## config.mk

```make
export PLATFORM = sky130hd
export DESIGN_NAME = seat_reader
export DESIGN_NICKNAME = d
export VERILOG_FILES = /design/src/rtl/seat_pkg.sv /design/src/rtl/seat_classify.sv /design/src/rtl/seat_reader.sv
export SDC_FILE = /design/constraint.sdc
export NUM_CORES = 1
export LEC_CHECK = 0
export ABC_AREA = 1
export ABC_CLOCK_PERIOD_IN_PS = 3600
export BUFFER_PORTS_ARGS = -buffer_cell sky130_fd_sc_hd__buf_4
export CORE_AREA = 5 5 162 86
export CTS_CLUSTER_SIZE = 28
export DETAILED_ROUTE_END_ITERATION = 10
export DIE_AREA = 0 0 167 91
export GPL_ROUTABILITY_DRIVEN = 0
export GPL_TIMING_DRIVEN = 0
export PLACE_DENSITY_LB_ADDON = 0.25
export SLEW_MARGIN = 20
export SYNTH_ARGS = -nofsm -noshare
export SYNTH_HDL_FRONTEND = slang
export SYNTH_HIERARCHICAL = 1
export SYNTH_SLANG_ARGS = --single-unit
```

## constraint.sdc

```tcl
create_clock -name clk -period 3.6 [get_ports clk]
set_input_delay 0.18 -clock clk [delete_from_list [all_inputs] [get_ports clk]]
set_output_delay 0.18 -clock clk [all_outputs]
set_load 0.005 [all_outputs]
```

## src/rtl/seat_pkg.sv

```systemverilog
// -----------------------------------------------------------------------------
// seat_pkg
// Shared definitions for the seat-table reader: table geometry, field widths,
// the effective seat-state encoding and the reader FSM state type.
// -----------------------------------------------------------------------------
package seat_pkg;

    localparam int NUM_SEATS  = 32;
    localparam int SEAT_IDX_W = $clog2(NUM_SEATS);
    localparam int CNT_W      = SEAT_IDX_W + 1;   // must hold the value NUM_SEATS
    localparam int STUDENT_W  = 32;
    localparam int TIME_W     = 11;

    localparam logic [SEAT_IDX_W-1:0] LAST_SEAT = SEAT_IDX_W'(NUM_SEATS - 1);

    // Effective state of a seat after the reservation timeout is applied.
    typedef enum logic [1:0] {
        SEAT_EMPTY    = 2'd0,
        SEAT_RESERVED = 2'd1,
        SEAT_OCCUPIED = 2'd2
    } seat_state_e;

    // Reader control states.
    typedef enum logic [1:0] {
        IDLE  = 2'd0,
        SCAN  = 2'd1,
        QUERY = 2'd2,
        DONE  = 2'd3
    } fsm_state_e;

endpackage

```

## src/rtl/seat_classify.sv

```systemverilog
// -----------------------------------------------------------------------------
// seat_classify
// Purely combinational mapping from one raw seat-table entry to its effective
// state and the remaining reservation time.
//
// Ports:
//   raw_state  in  [1:0]     stored seat state (0 empty, 1 reserved, 2/3 occupied)
//   seat_time  in  [TIME_W]  time stamp stored with the seat
//   cur_time   in  [TIME_W]  current time
//   limit_time in  [TIME_W]  reservation timeout
//   eff_state  out enum      effective state (expired reservations read as empty)
//   remain     out [TIME_W]  limit_time - elapsed for a live reservation, else 0
// -----------------------------------------------------------------------------
module seat_classify
    import seat_pkg::*;
(
    input  logic [1:0]        raw_state,
    input  logic [TIME_W-1:0] seat_time,
    input  logic [TIME_W-1:0] cur_time,
    input  logic [TIME_W-1:0] limit_time,
    output seat_state_e       eff_state,
    output logic [TIME_W-1:0] remain
);

    logic [TIME_W-1:0] elapsed;

    // The time counter wraps, so the modulo-2^TIME_W difference is the true
    // elapsed time as long as a reservation is younger than one wrap period.
    assign elapsed = cur_time - seat_time;

    always_comb begin
        // NOTE: every output gets a default first so no path leaves it unassigned,
        // which would otherwise infer a latch.
        eff_state = SEAT_EMPTY;
        remain    = '0;
        case (raw_state)
            2'd0: ;
            2'd1: begin
                if (elapsed <= limit_time) begin
                    eff_state = SEAT_RESERVED;
                    remain    = limit_time - elapsed;
                end
            end
            default: eff_state = SEAT_OCCUPIED;
        endcase
    end

endmodule

```

## src/rtl/seat_reader.sv

```systemverilog
// -----------------------------------------------------------------------------
// seat_reader
// Reads an external 32-entry seat table. A scan walks every seat and reports
// effective empty/reserved/occupied counts plus the lowest empty seat; a query
// reads one seat and reports its student, effective state and remaining time.
// The table has a one-cycle read latency: data for a read issued in one cycle is
// consumed on the following rising edge.
//
// Ports:
//   clk, rst                       clock, synchronous active-high reset
//   scan_req                       start a full scan (wins over query_req)
//   query_req, query_seat          single-seat lookup and its index
//   cur_time, limit_time           current time and reservation timeout
//   rd_en, rd_addr                 table read request / index
//   rd_student, rd_time, rd_state  table read data, one cycle after rd_en
//   busy, done                     operation in progress / scan-complete pulse
//   empty_cnt, reserved_cnt, occupied_cnt   scan results
//   first_free, free_valid         lowest empty seat and its qualifier
//   q_student, q_state, q_remain, q_valid   query result and its pulse
// -----------------------------------------------------------------------------
module seat_reader
    import seat_pkg::*;
(
    input  logic                  clk,
    input  logic                  rst,
    input  logic                  scan_req,
    input  logic                  query_req,
    input  logic [SEAT_IDX_W-1:0] query_seat,
    input  logic [TIME_W-1:0]     cur_time,
    input  logic [TIME_W-1:0]     limit_time,
    output logic                  rd_en,
    output logic [SEAT_IDX_W-1:0] rd_addr,
    input  logic [STUDENT_W-1:0]  rd_student,
    input  logic [TIME_W-1:0]     rd_time,
    input  logic [1:0]            rd_state,
    output logic                  busy,
    output logic                  done,
    output logic [CNT_W-1:0]      empty_cnt,
    output logic [CNT_W-1:0]      reserved_cnt,
    output logic [CNT_W-1:0]      occupied_cnt,
    output logic [SEAT_IDX_W-1:0] first_free,
    output logic                  free_valid,
    output logic [STUDENT_W-1:0]  q_student,
    output logic [1:0]            q_state,
    output logic [TIME_W-1:0]     q_remain,
    output logic                  q_valid
);

    fsm_state_e            state;
    logic                  data_vld;   // rd_* carries data for a read issued last cycle
    logic [SEAT_IDX_W-1:0] data_idx;   // seat index that data belongs to

    logic [CNT_W-1:0]      acc_empty, acc_reserved, acc_occupied;
    logic                  ff_found;
    logic [SEAT_IDX_W-1:0] ff_idx;

    seat_state_e           cls_state;
    logic [TIME_W-1:0]     cls_remain;

    seat_classify u_classify (
        .raw_state  (rd_state),
        .seat_time  (rd_time),
        .cur_time   (cur_time),
        .limit_time (limit_time),
        .eff_state  (cls_state),
        .remain     (cls_remain)
    );

    // Accumulator values including the seat whose data is on the bus now; on
    // the last seat these go straight to the outputs so all results land on
    // the same edge.
    logic                  is_empty;
    logic [CNT_W-1:0]      nxt_empty, nxt_reserved, nxt_occupied;
    logic                  nxt_found;
    logic [SEAT_IDX_W-1:0] nxt_ff;

    assign is_empty     = (cls_state == SEAT_EMPTY);
    assign nxt_empty    = acc_empty    + CNT_W'(is_empty);
    assign nxt_reserved = acc_reserved + CNT_W'(cls_state == SEAT_RESERVED);
    assign nxt_occupied = acc_occupied + CNT_W'(cls_state == SEAT_OCCUPIED);

    // Seats arrive in ascending order, so the first empty one seen is the lowest.
    always_comb begin
        nxt_found = ff_found;
        nxt_ff    = ff_idx;
        if (!ff_found && is_empty) begin
            nxt_found = 1'b1;
            nxt_ff    = data_idx;
        end
    end

    always_ff @(posedge clk) begin
        if (rst) begin
            state        <= IDLE;
            data_vld     <= 1'b0;
            data_idx     <= '0;
            acc_empty    <= '0;
            acc_reserved <= '0;
            acc_occupied <= '0;
            ff_found     <= 1'b0;
            ff_idx       <= '0;
            rd_en        <= 1'b0;
            rd_addr      <= '0;
            busy         <= 1'b0;
            done         <= 1'b0;
            empty_cnt    <= '0;
            reserved_cnt <= '0;
            occupied_cnt <= '0;
            first_free   <= '0;
            free_valid   <= 1'b0;
            q_student    <= '0;
            q_state      <= '0;
            q_remain     <= '0;
            q_valid      <= 1'b0;
        end else begin
            // NOTE: non-blocking assignments throughout, so every register here
            // updates from pre-edge values regardless of statement order.
            done    <= 1'b0;
            q_valid <= 1'b0;
            case (state)
                IDLE: begin
                    data_vld <= 1'b0;
                    if (scan_req) begin
                        state        <= SCAN;
                        busy         <= 1'b1;
                        rd_en        <= 1'b1;
                        rd_addr      <= '0;
                        acc_empty    <= '0;
                        acc_reserved <= '0;
                        acc_occupied <= '0;
                        ff_found     <= 1'b0;
                        ff_idx       <= '0;
                    end else if (query_req) begin
                        state   <= QUERY;
                        busy    <= 1'b1;
                        rd_en   <= 1'b1;
                        rd_addr <= query_seat;
                    end
                end

                SCAN: begin
                    data_vld <= rd_en;
                    data_idx <= rd_addr;
                    if (rd_en) begin
                        if (rd_addr == LAST_SEAT) rd_en   <= 1'b0;
                        else                      rd_addr <= rd_addr + SEAT_IDX_W'(1);
                    end
                    if (data_vld) begin
                        acc_empty    <= nxt_empty;
                        acc_reserved <= nxt_reserved;
                        acc_occupied <= nxt_occupied;
                        ff_found     <= nxt_found;
                        ff_idx       <= nxt_ff;
                        if (data_idx == LAST_SEAT) begin
                            empty_cnt    <= nxt_empty;
                            reserved_cnt <= nxt_reserved;
                            occupied_cnt <= nxt_occupied;
                            first_free   <= nxt_ff;
                            free_valid   <= nxt_found;
                            done         <= 1'b1;
                            state        <= DONE;
                        end
                    end
                end

                QUERY: begin
                    rd_en    <= 1'b0;
                    data_vld <= rd_en;
                    if (data_vld) begin
                        q_state   <= cls_state;
                        q_remain  <= cls_remain;
                        q_student <= is_empty ? '0 : rd_student;
                        q_valid   <= 1'b1;
                        state     <= DONE;
                    end
                end

                // Result pulse cycle; busy stays high through it.
                DONE: begin
                    busy  <= 1'b0;
                    state <= IDLE;
                end

                default: state <= IDLE;
            endcase
        end
    end

endmodule

```

==> impl.org, run 1 <==
** Outcome
- Status :: finished clean

** Floorplan
- Area of the placeable core :: 0.0124 mm2
- For this configuration, the core starts out at a cell density of 46.8%.
- Height of the die :: 91 um
- The die is 167 um wide.
- Row count :: 29
- Number of top-level pins :: 154
- The floorplan step defined a die boundary enclosing 0.0152 mm2.

** Global routing
- Entering global routing, the biggest net connects 20 pins.
- Via count of the first global-routing pass :: 5155
- In the global route stage, overall resource usage came out at 21.4%.
- The initial antenna violation count was 0.
- Global route total overflow :: 0
- Wire length of the first global-routing pass :: 26800 um

** Layout
- Highest-count cells in the layout ignoring fill and taps :: sky130_fd_sc_hd__nand2_1 (250), sky130_fd_sc_hd__buf_4 (162), sky130_fd_sc_hd__dfxtp_1 (110), sky130_fd_sc_hd__a21oi_1 (92), sky130_fd_sc_hd__inv_1 (83)
- With fillers left out, the area of the finished cells amounts to 0.00766 mm2.
- Cells fill 61.9% of the core in the end.
- Of the cells placed in the final design, the portion with a size suffix greater than 1 is 23.2%.
- After the last flow step, the layout net total stands at 1119.
- From synthesis to final layout, the design area changed by 32.3%.
- After filler insertion, the fill cell instance count of the layout stands at 1124.
- Leaving out fill and tap cells, the most frequent cell in the layout is sky130_fd_sc_hd__nand2_1.
- Ant. Diodes :: 0

** CTS
- At the later pin of the worst-skew pair, clock insertion delay measures 0.35 ns.
- In this run the number of H-tree levels came out at 3.
- Root Buffer :: sky130_fd_sc_hd__clkbuf_16
- CTS tree :: yes
- Number of buffers inserted during clock tree synthesis :: 9
- Clock sinks :: 110
- The clock passes through at most 2 buffers.
- Clock-pin slew was measured on the worst setup and hold paths at 0.08 ns.

** Synth
- Post-synthesis instance area :: 0.00579 mm2
- The share of the Yosys chip area taken by registers is 38.0%.
- Cell types occupying the most area after synthesis :: sky130_fd_sc_hd__dfxtp_1 (38%), sky130_fd_sc_hd__nand2_1 (17%), sky130_fd_sc_hd__a21oi_1 (8.2%)
- During synthesis, Yosys emitted a total of 6 warnings.
- Top-area cell type share of the netlist area :: 38.0%
- The biggest area contributor in the post-synthesis netlist is sky130_fd_sc_hd__dfxtp_1.
- Synthesized flop and latch total :: 110
- Gate count after technology mapping :: 835
- When the netlist entered floorplanning its net count stood at 947.
- The netlist uses 33 different library cells.
- A synthesized cell averages 6.94 um2.

** Power
- Net Switching :: 1220 uW
- Net switching is 34.8% of the power.
- Pwr per Cell Area :: 458 mW/mm2
- IR analysis of the VDD net gives a maximum drop of 294 uV.
- Internal power component :: 2290 uW
- Total design power :: 3510 uW
- Of the total power, registers draw 39.1%.
- Of the total power, combinational logic draws 31.5%.
- Clk pwr share :: 29.4%
- Leakage component of the power :: 0.00357 uW

** Critical path
- The slowest stage of the critical path belongs to the cell sky130_fd_sc_hd__ha_1.
- STA classifies the critical path startpoint as an input pin.
- Peak fanout along the critical path :: 10
- The worst setup path is of the in2reg kind.
- For the worst setup path, the data required time is 3.87 ns.
- Arr. time, crit path :: 3.70 ns
- On the worst path, the slowest cell contributes a delay of 0.39 ns.
- The worst setup path is captured at a flop.
- Most frequent cell on the critical path :: sky130_fd_sc_hd__nand2_2

** Placement
- The count of buffers added on input and output ports is 152.
- Total placed instance area :: 0.00715 mm2
- The HPWL after detailed placement is 13000 um.

** STA
- Based on the critical path, the design can be clocked at up to 0.292 GHz.
- In this run the tightest slew margin relative to its limit is 57.4%.
- Worst Max-Slew Pin Slew :: 0.639 ns
- Worst clock skew on the final layout :: 0.0101 ns
- The worst path uses 95.2% of the clock period.
- Setup repair after global routing could not meet its margin everywhere.
- The worst path needs 3.43 ns of the cycle, external delays included.
- Number of endpoints with negative hold slack in the final report :: 0
- Number of max-slew violations in the final report :: 0
- Final setup violation count :: 0

** Drt
- Using the TritonRoute via totals, the vias-per-cell ratio works out to 4.89.
- Number of optimization iterations in the first detailed-route pass :: 5
- Total via count after detailed routing :: 5784
- After detailed routing, the average wire length per cell comes to 14.4 um.
- Remaining DRCs :: 0
- Detailed Route Iter0 Violations :: 464
- Antenna violation net count after detailed routing :: 0
- For this block, the routed nets add up to 17000 um of wire.

** Hold path
- The path class of the tightest hold or removal check is in2reg.

** Flow run
- Across the run, the number of max-cap violations was 0.
==> metrics by stage <==
step	hold slack (ns)	setup WS [ns]	TNS, ns	cells
floorplan	0.323	0.219	0	835
global placement	0.432	-0.658	-16.92	1157
detailed placement	0.438	-0.647	-16.61	1157
CTS	0.0694	0.0185	0	1176
global route	0.0662	-0.00463	-0.00463	1182
finish	0.0758	0.171	0	1182
==> power by group through the flow <==
stage	combinational, uW	clock [uW]	sequential [uW]
after floorplan	704	0	1380
after global placement	1020	0	1400
after detailed placement	1020	0	1400
after CTS	1040	1040	1370
after global routing	1230	1090	1390
final	1100	1030	1370
==> state kept, by name, summed over array words and instances, names as in the netlist <==
signal	count
ff_idx	5
acc_empty	6
state	2
busy	1
reserved_cnt	6
first_free	5
data_vld	1
ff_found	1
free_valid	1
q_state	2
q_student	32
acc_reserved	6
data_idx	5
q_valid	1
rd_en	1
empty_cnt	6
rd_addr	5
done	1
acc_occupied	6
q_remain	11
occupied_cnt	6
==> cell usage after synthesis, drive strengths merged <==
master / count
and3: 5
ha: 34
nand3: 30
a21o: 1
o21bai: 2
fa: 2
nand3b: 2
xor2: 12
dfxtp: 110
o21ai: 42
nand2: 260
nor3b: 1
nand4: 6
a211oi: 2
inv: 88
o211ai: 5
a31oi: 2
a21oi: 97
nor2: 87
nor3: 3
xnor2: 11
clkbuf: 16
buf: 17
==> final timing paths <==
| path | startpoint | to | slack [ns] | cells after the start |
|---|---|---|---|---|
| worst min-delay path | rd_student[9] | q_student[9] | 0.08 | 3 |
| worst min register to register | q_student[19] | q_student[19] | 0.47 | 2 |
| worst max register to register | state[1] | rd_addr[3] | 1.78 | 11 |
| worst max-delay path | cur_time[0] | acc_reserved[4] | 0.17 | 27 |
==> per-layer routing <==
metal	share of wire, %	up-vias	routed length [um]	track usage (%)
met5	0	-	0	0
met4	0.41	0	70	2.93
met3	12	9	2030	8.37
met2	37	260	6260	27.0
met1	51	2511	8660	34.1
li1	-	3004	-	-
==> kinds of logic (layout without fill, tap and decap cells) <==
kind of cell	Yosys count	after routing	share of synthesized area (%)
simple gates	394	394	27.6
compound gates	151	151	13.9
buf+inv	121	298	8.98
flops	110	110	38.0
fa+ha+maj	36	36	8.03
xor+xnor	23	23	3.48
==> what timing repair did <==
item                       4_1_cts  5_1_grt
hold buffers                     0        0
resized for setup                9       32
buffers inserted                 3        6
pin swaps                        4       13
setup endpoints to repair       17       34
==> final cells by class <==
cell class	count	area, um2	area share (%)
Timing Repair Buffer	161	1210	15.8
Buffer	33	190	2.48
Sequential cell	110	2200	28.7
Inverter	88	333	4.34
Clock buffer	10	229	2.99
Multi-Input combinational cell	604	3210	41.9
Clock inverter	6	80.1	1.04
Tap cell	170	213	2.78
==> worst max-delay path, delay by kind of cell <==
family	cells	cell delay, ns
xor gates and xnor gates	2	0.31
buffers and inverters	6	0.48
adders and majority gates	5	1.32
AOI/OAI and AO/OA	2	0.23
and+or+nand+nor	12	1.16
No activity file was read; power rests on OpenSTA's default activity.
==> inputs of run 2 (changes only) <==
Settings changed: ABC_CLOCK_PERIOD_IN_PS 3600 to 4300, CORE_AREA 5 5 162 86 to 5 5 149 80, DIE_AREA 0 0 167 91 to 0 0 154 85.
Clock period 3.6 ns to 4.3 ns, I/O delays scaled along.
==> run 2 against run 1 <==
Against the previous run:
- critical path depth unchanged
- sequential cell count is the same
- setup slack gained 0.16 ns
- clock power is 23% lower
- first-iteration DRC count down 3.4%
- wire length decreased by 5.6%
- clock skew down 0.0039 ns
- global-route usage increased by 2.8 points
- via count increased by 0.16%
- count of clock-buffer cells in the layout is 2 higher
- largest power group unchanged
==> impl.org, run 2 (synthesized netlist as in run 1, its figures left out) <==
** Outcome
- Status :: finished clean (unchanged)

** Layout
- The register cell area after layout was 0.00220 mm2 (unchanged).
- The register name with the most flops was q_student (unchanged).
- The post-layout instance area came to 0.00739 mm2 (was 0.00766 mm2).
- Number of flip-flops in the largest register :: 32 (unchanged)
- The footprint of the multi-input gates is 0.00307 mm2 (was 0.00321 mm2).
- The share of final-layout standard cells stronger than drive strength 1 was 19.4% (was 23.2%).
- Largest registers: q_student: 32 flops, q_remain: 11 flops (unchanged).
- The number of nets in the final layout came to 1110 (was 1119).
- Ant. Diodes :: 0 (unchanged)
- Area Overhead vs Synth :: 27.6% (was 32.3%)
- Leading cell type in the layout, fill and taps excluded :: sky130_fd_sc_hd__nand2_1 (unchanged)
- Highest-count cells in the layout ignoring fill and taps :: sky130_fd_sc_hd__nand2_1 (255), sky130_fd_sc_hd__buf_4 (153), sky130_fd_sc_hd__dfxtp_1 (110), sky130_fd_sc_hd__a21oi_1 (95), sky130_fd_sc_hd__inv_1 (87) (was sky130_fd_sc_hd__nand2_1 (250), sky130_fd_sc_hd__buf_4 (162), sky130_fd_sc_hd__dfxtp_1 (110), sky130_fd_sc_hd__a21oi_1 (92), sky130_fd_sc_hd__inv_1 (83))
- Utilization of the core after routing :: 70.2% (was 61.9%)
- The fill cell instance count of the final layout is 958 (was 1124).

** STA
- Fin crit period :: 3.97 ns
- Worst clock skew on the final layout :: 0.00621 ns (was 0.0101 ns)
- Of the available clock period, the critical path in the final layout requires 92.3%.
- Worst rel slew slack :: 57.8% (was 57.4%)
- The number of failing setup endpoints in the final timing report came to 0 (unchanged).
- Setup repair after global routing missed its margin: no (was yes).
- Worst Max-Slew Pin Slew :: 0.633 ns (was 0.639 ns)
- The final hold violation count is 0 (unchanged).
- WHS :: 0.122 ns (was 0.0758 ns)
- Timing would allow up to 0.252 GHz.
- The final-report max-slew violation count came to 0 (unchanged).
- Total negative slack for setup checks :: 0 ns (unchanged)

** Critical path
- The data arrival time at the worst-slack endpoint was 4.24 ns (was 3.70 ns).
- Number of buffers and inverters on the critical path :: 6 (unchanged)
- Worst setup EP type :: flop (unchanged)
- The maximum fanout along the worst path came to 10 (unchanged).
- Critical Path Slowest Stage Cell :: sky130_fd_sc_hd__fa_1 (was sky130_fd_sc_hd__ha_1)
- Startpoint Class :: input pin (unchanged)
- The most frequent cell on the critical path is sky130_fd_sc_hd__nand2_1 (was sky130_fd_sc_hd__nand2_2).
- Kind of cell adding the most delay to the critical path :: adder cells (unchanged)
- The maximum single-stage delay on the critical path is 0.42 ns (was 0.39 ns).
- The data required time at the worst endpoint is 4.57 ns (was 3.87 ns).
- Critical path class :: in2reg (unchanged)

** Floorplan
- Row count :: 27 (was 29)
- Height of the die :: 85 um (was 91 um)
- The boundary pin count came to 154 (unchanged).
- Area of the placeable core :: 0.0105 mm2 (was 0.0124 mm2)
- The initial standard-cell utilization of the core came to 55.0% (was 46.8%).
- Floorplan die area :: 0.0131 mm2 (was 0.0152 mm2)
- Horiz. Die Dim :: 154 um (was 167 um)

** CTS
- The CTS tree is yes (unchanged).
- The clock sink total is 110 (unchanged).
- Resize count post-CTS :: 0 (was 9)
- The number of hold-repair buffers added at the cts stage was 0 (unchanged).
- Deepest clock path buffer count :: 2 (unchanged)
- The total number of H-tree levels came to 3 (unchanged).
- The master cell of the clock root buffer is sky130_fd_sc_hd__clkbuf_16 (unchanged).
- Number of buffers inserted during clock tree synthesis :: 9 (unchanged)
- The clock slew at the register clock pins of the worst setup and hold paths is 0.07 ns (was 0.08 ns).
- Post CTS Setup Buffer Count :: 0 (was 3)
- The clock insertion delay at the later pin of the skew report was 0.34 ns (was 0.35 ns).

** Hold path
- Worst hold path type :: in2reg (unchanged)

** Power
- Total design power :: 2830 uW (was 3510 uW)
- The worst IR drop on VDD was 281 uV (was 294 uV).
- The reported net switching power came to 993 uW (was 1220 uW).
- The internal power consumption was 1840 uW (was 2290 uW).
- Leakage component of the power :: 0.00350 uW (was 0.00357 uW)
- The total power divided by cell area was 383 mW/mm2 (was 458 mW/mm2).
- The switching part of the total was 35.1% (was 34.8%).
- Clk pwr share :: 28.1% (was 29.4%)
- The part of the total power dissipated in sequential elements was 40.5% (was 39.1%).
- Combinational power share :: 31.4% (was 31.5%)

** Drt
- Highest metal layer with signal wires :: met4 (unchanged)
- Detailed Route Iter0 Violations :: 448 (was 464)
- Wire length on met3 :: 2020 um (was 2030 um)
- The via count came to 5793 (was 5784).
- The wire length after detailed routing came to 16100 um (was 17000 um).
- The per-cell routed wire length is 14.0 um (was 14.4 um).
- The routed metal-1 wirelength is 7980 um (was 8660 um).
- The number of antenna-violating nets in the routed design was 0 (unchanged).
- The number of design rule violations left after detail routing is 0 (unchanged).
- The number of vias per cell after detailed routing came to 5.05 (was 4.89).
- Routed wl met2 :: 5940 um (was 6260 um)
- Number of optimization iterations in the first detailed-route pass :: 5 (unchanged)

** Global routing
- Via count of the first global-routing pass :: 5317 (was 5155)
- Combined global-route utilization of all metal layers :: 24.2% (was 21.4%)
- The initial antenna violation count came to 0 (unchanged).
- The sum of overflow across all layers after global routing was 0 (unchanged).
- Pin count of the biggest net entering global routing :: 18 (was 20)
- Wire length of the first global-routing pass :: 26200 um (was 26800 um)

** Placement
- The port buffer count was 152 (unchanged).
- Total placed instance area :: 0.00712 mm2 (was 0.00715 mm2)
- The HPWL reported at the end of detailed placement is 12700 um (was 13000 um).

** Flow run
- The number of maximum-capacitance constraint violations is 0 (unchanged).
-- run 2: cell types whose count changed in the layout (fill, tap and decap cells not counted), moves of 3 or more --
| cell | before | now |
|---|---|---|
| sky130_fd_sc_hd__a21oi_1 | 92 | 95 |
| sky130_fd_sc_hd__buf_4 | 162 | 153 |
| sky130_fd_sc_hd__ha_1 | 26 | 34 |
| sky130_fd_sc_hd__ha_2 | 6 | 0 |
| sky130_fd_sc_hd__inv_1 | 83 | 87 |
| sky130_fd_sc_hd__inv_2 | 4 | 1 |
| sky130_fd_sc_hd__inv_6 | 3 | 0 |
| sky130_fd_sc_hd__nand2_1 | 250 | 255 |
| sky130_fd_sc_hd__nand2_2 | 10 | 5 |
| sky130_fd_sc_hd__nor2_1 | 80 | 83 |
| sky130_fd_sc_hd__o21ai_0 | 38 | 41 |
-- run 2: metal layers --
layer	track usage [%]	up-vias
met5	0	-
met1	37.1	2552
met3	9.58	11
met2	31.9	252
met4	3.93	0
li1	-	2978
-- run 2: final cells by class --
class	count	share of cell area (%)
Timing Repair Buffer	152	15.4
Sequential cell	110	29.8
Clock buffer	12	3.33
Inverter	88	4.47
Multi-Input combinational cell	604	41.5
Clock inverter	4	0.423
Tap cell	145	2.45
Buffer	33	2.57
-- run 2: tightest hold or removal path, cell delays in order --
cell                      delay (ns)
sky130_fd_sc_hd__buf_4          0.11
sky130_fd_sc_hd__nand2_1        0.05
sky130_fd_sc_hd__a21oi_1        0.05
-- run 2: final timing paths --
| kind | cells after the start | to | slack [ns] | from |
|---|---|---|---|---|
| hold / removal | 3 | q_student[23] | 0.12 | rd_student[23] |
| setup / recovery | 27 | acc_reserved[4] | 0.33 | cur_time[0] |
| hold reg to reg | 2 | q_student[22] | 0.47 | q_student[22] |
| setup reg to reg | 11 | rd_addr[0] | 2.49 | rd_addr[1] |
-- run 2: power by group through the flow --
stage,combinational [uW],clock (uW),sequential (uW)
after global routing,989,848,1160
after global placement,856,0,1170
after CTS,868,804,1150
after detailed placement,863,0,1170
final,888,797,1150
after floorplan,590,0,1160
-- run 2: metrics by stage --
stage	cells	worst slack (ns)
6_report	1148	0.332
3_5_place_dp	1132	0.0658
3_3_place_gp	1132	0.0725
2_1_floorplan	835	0.884
4_1_cts	1148	0.406
5_1_grt	1148	0.00802
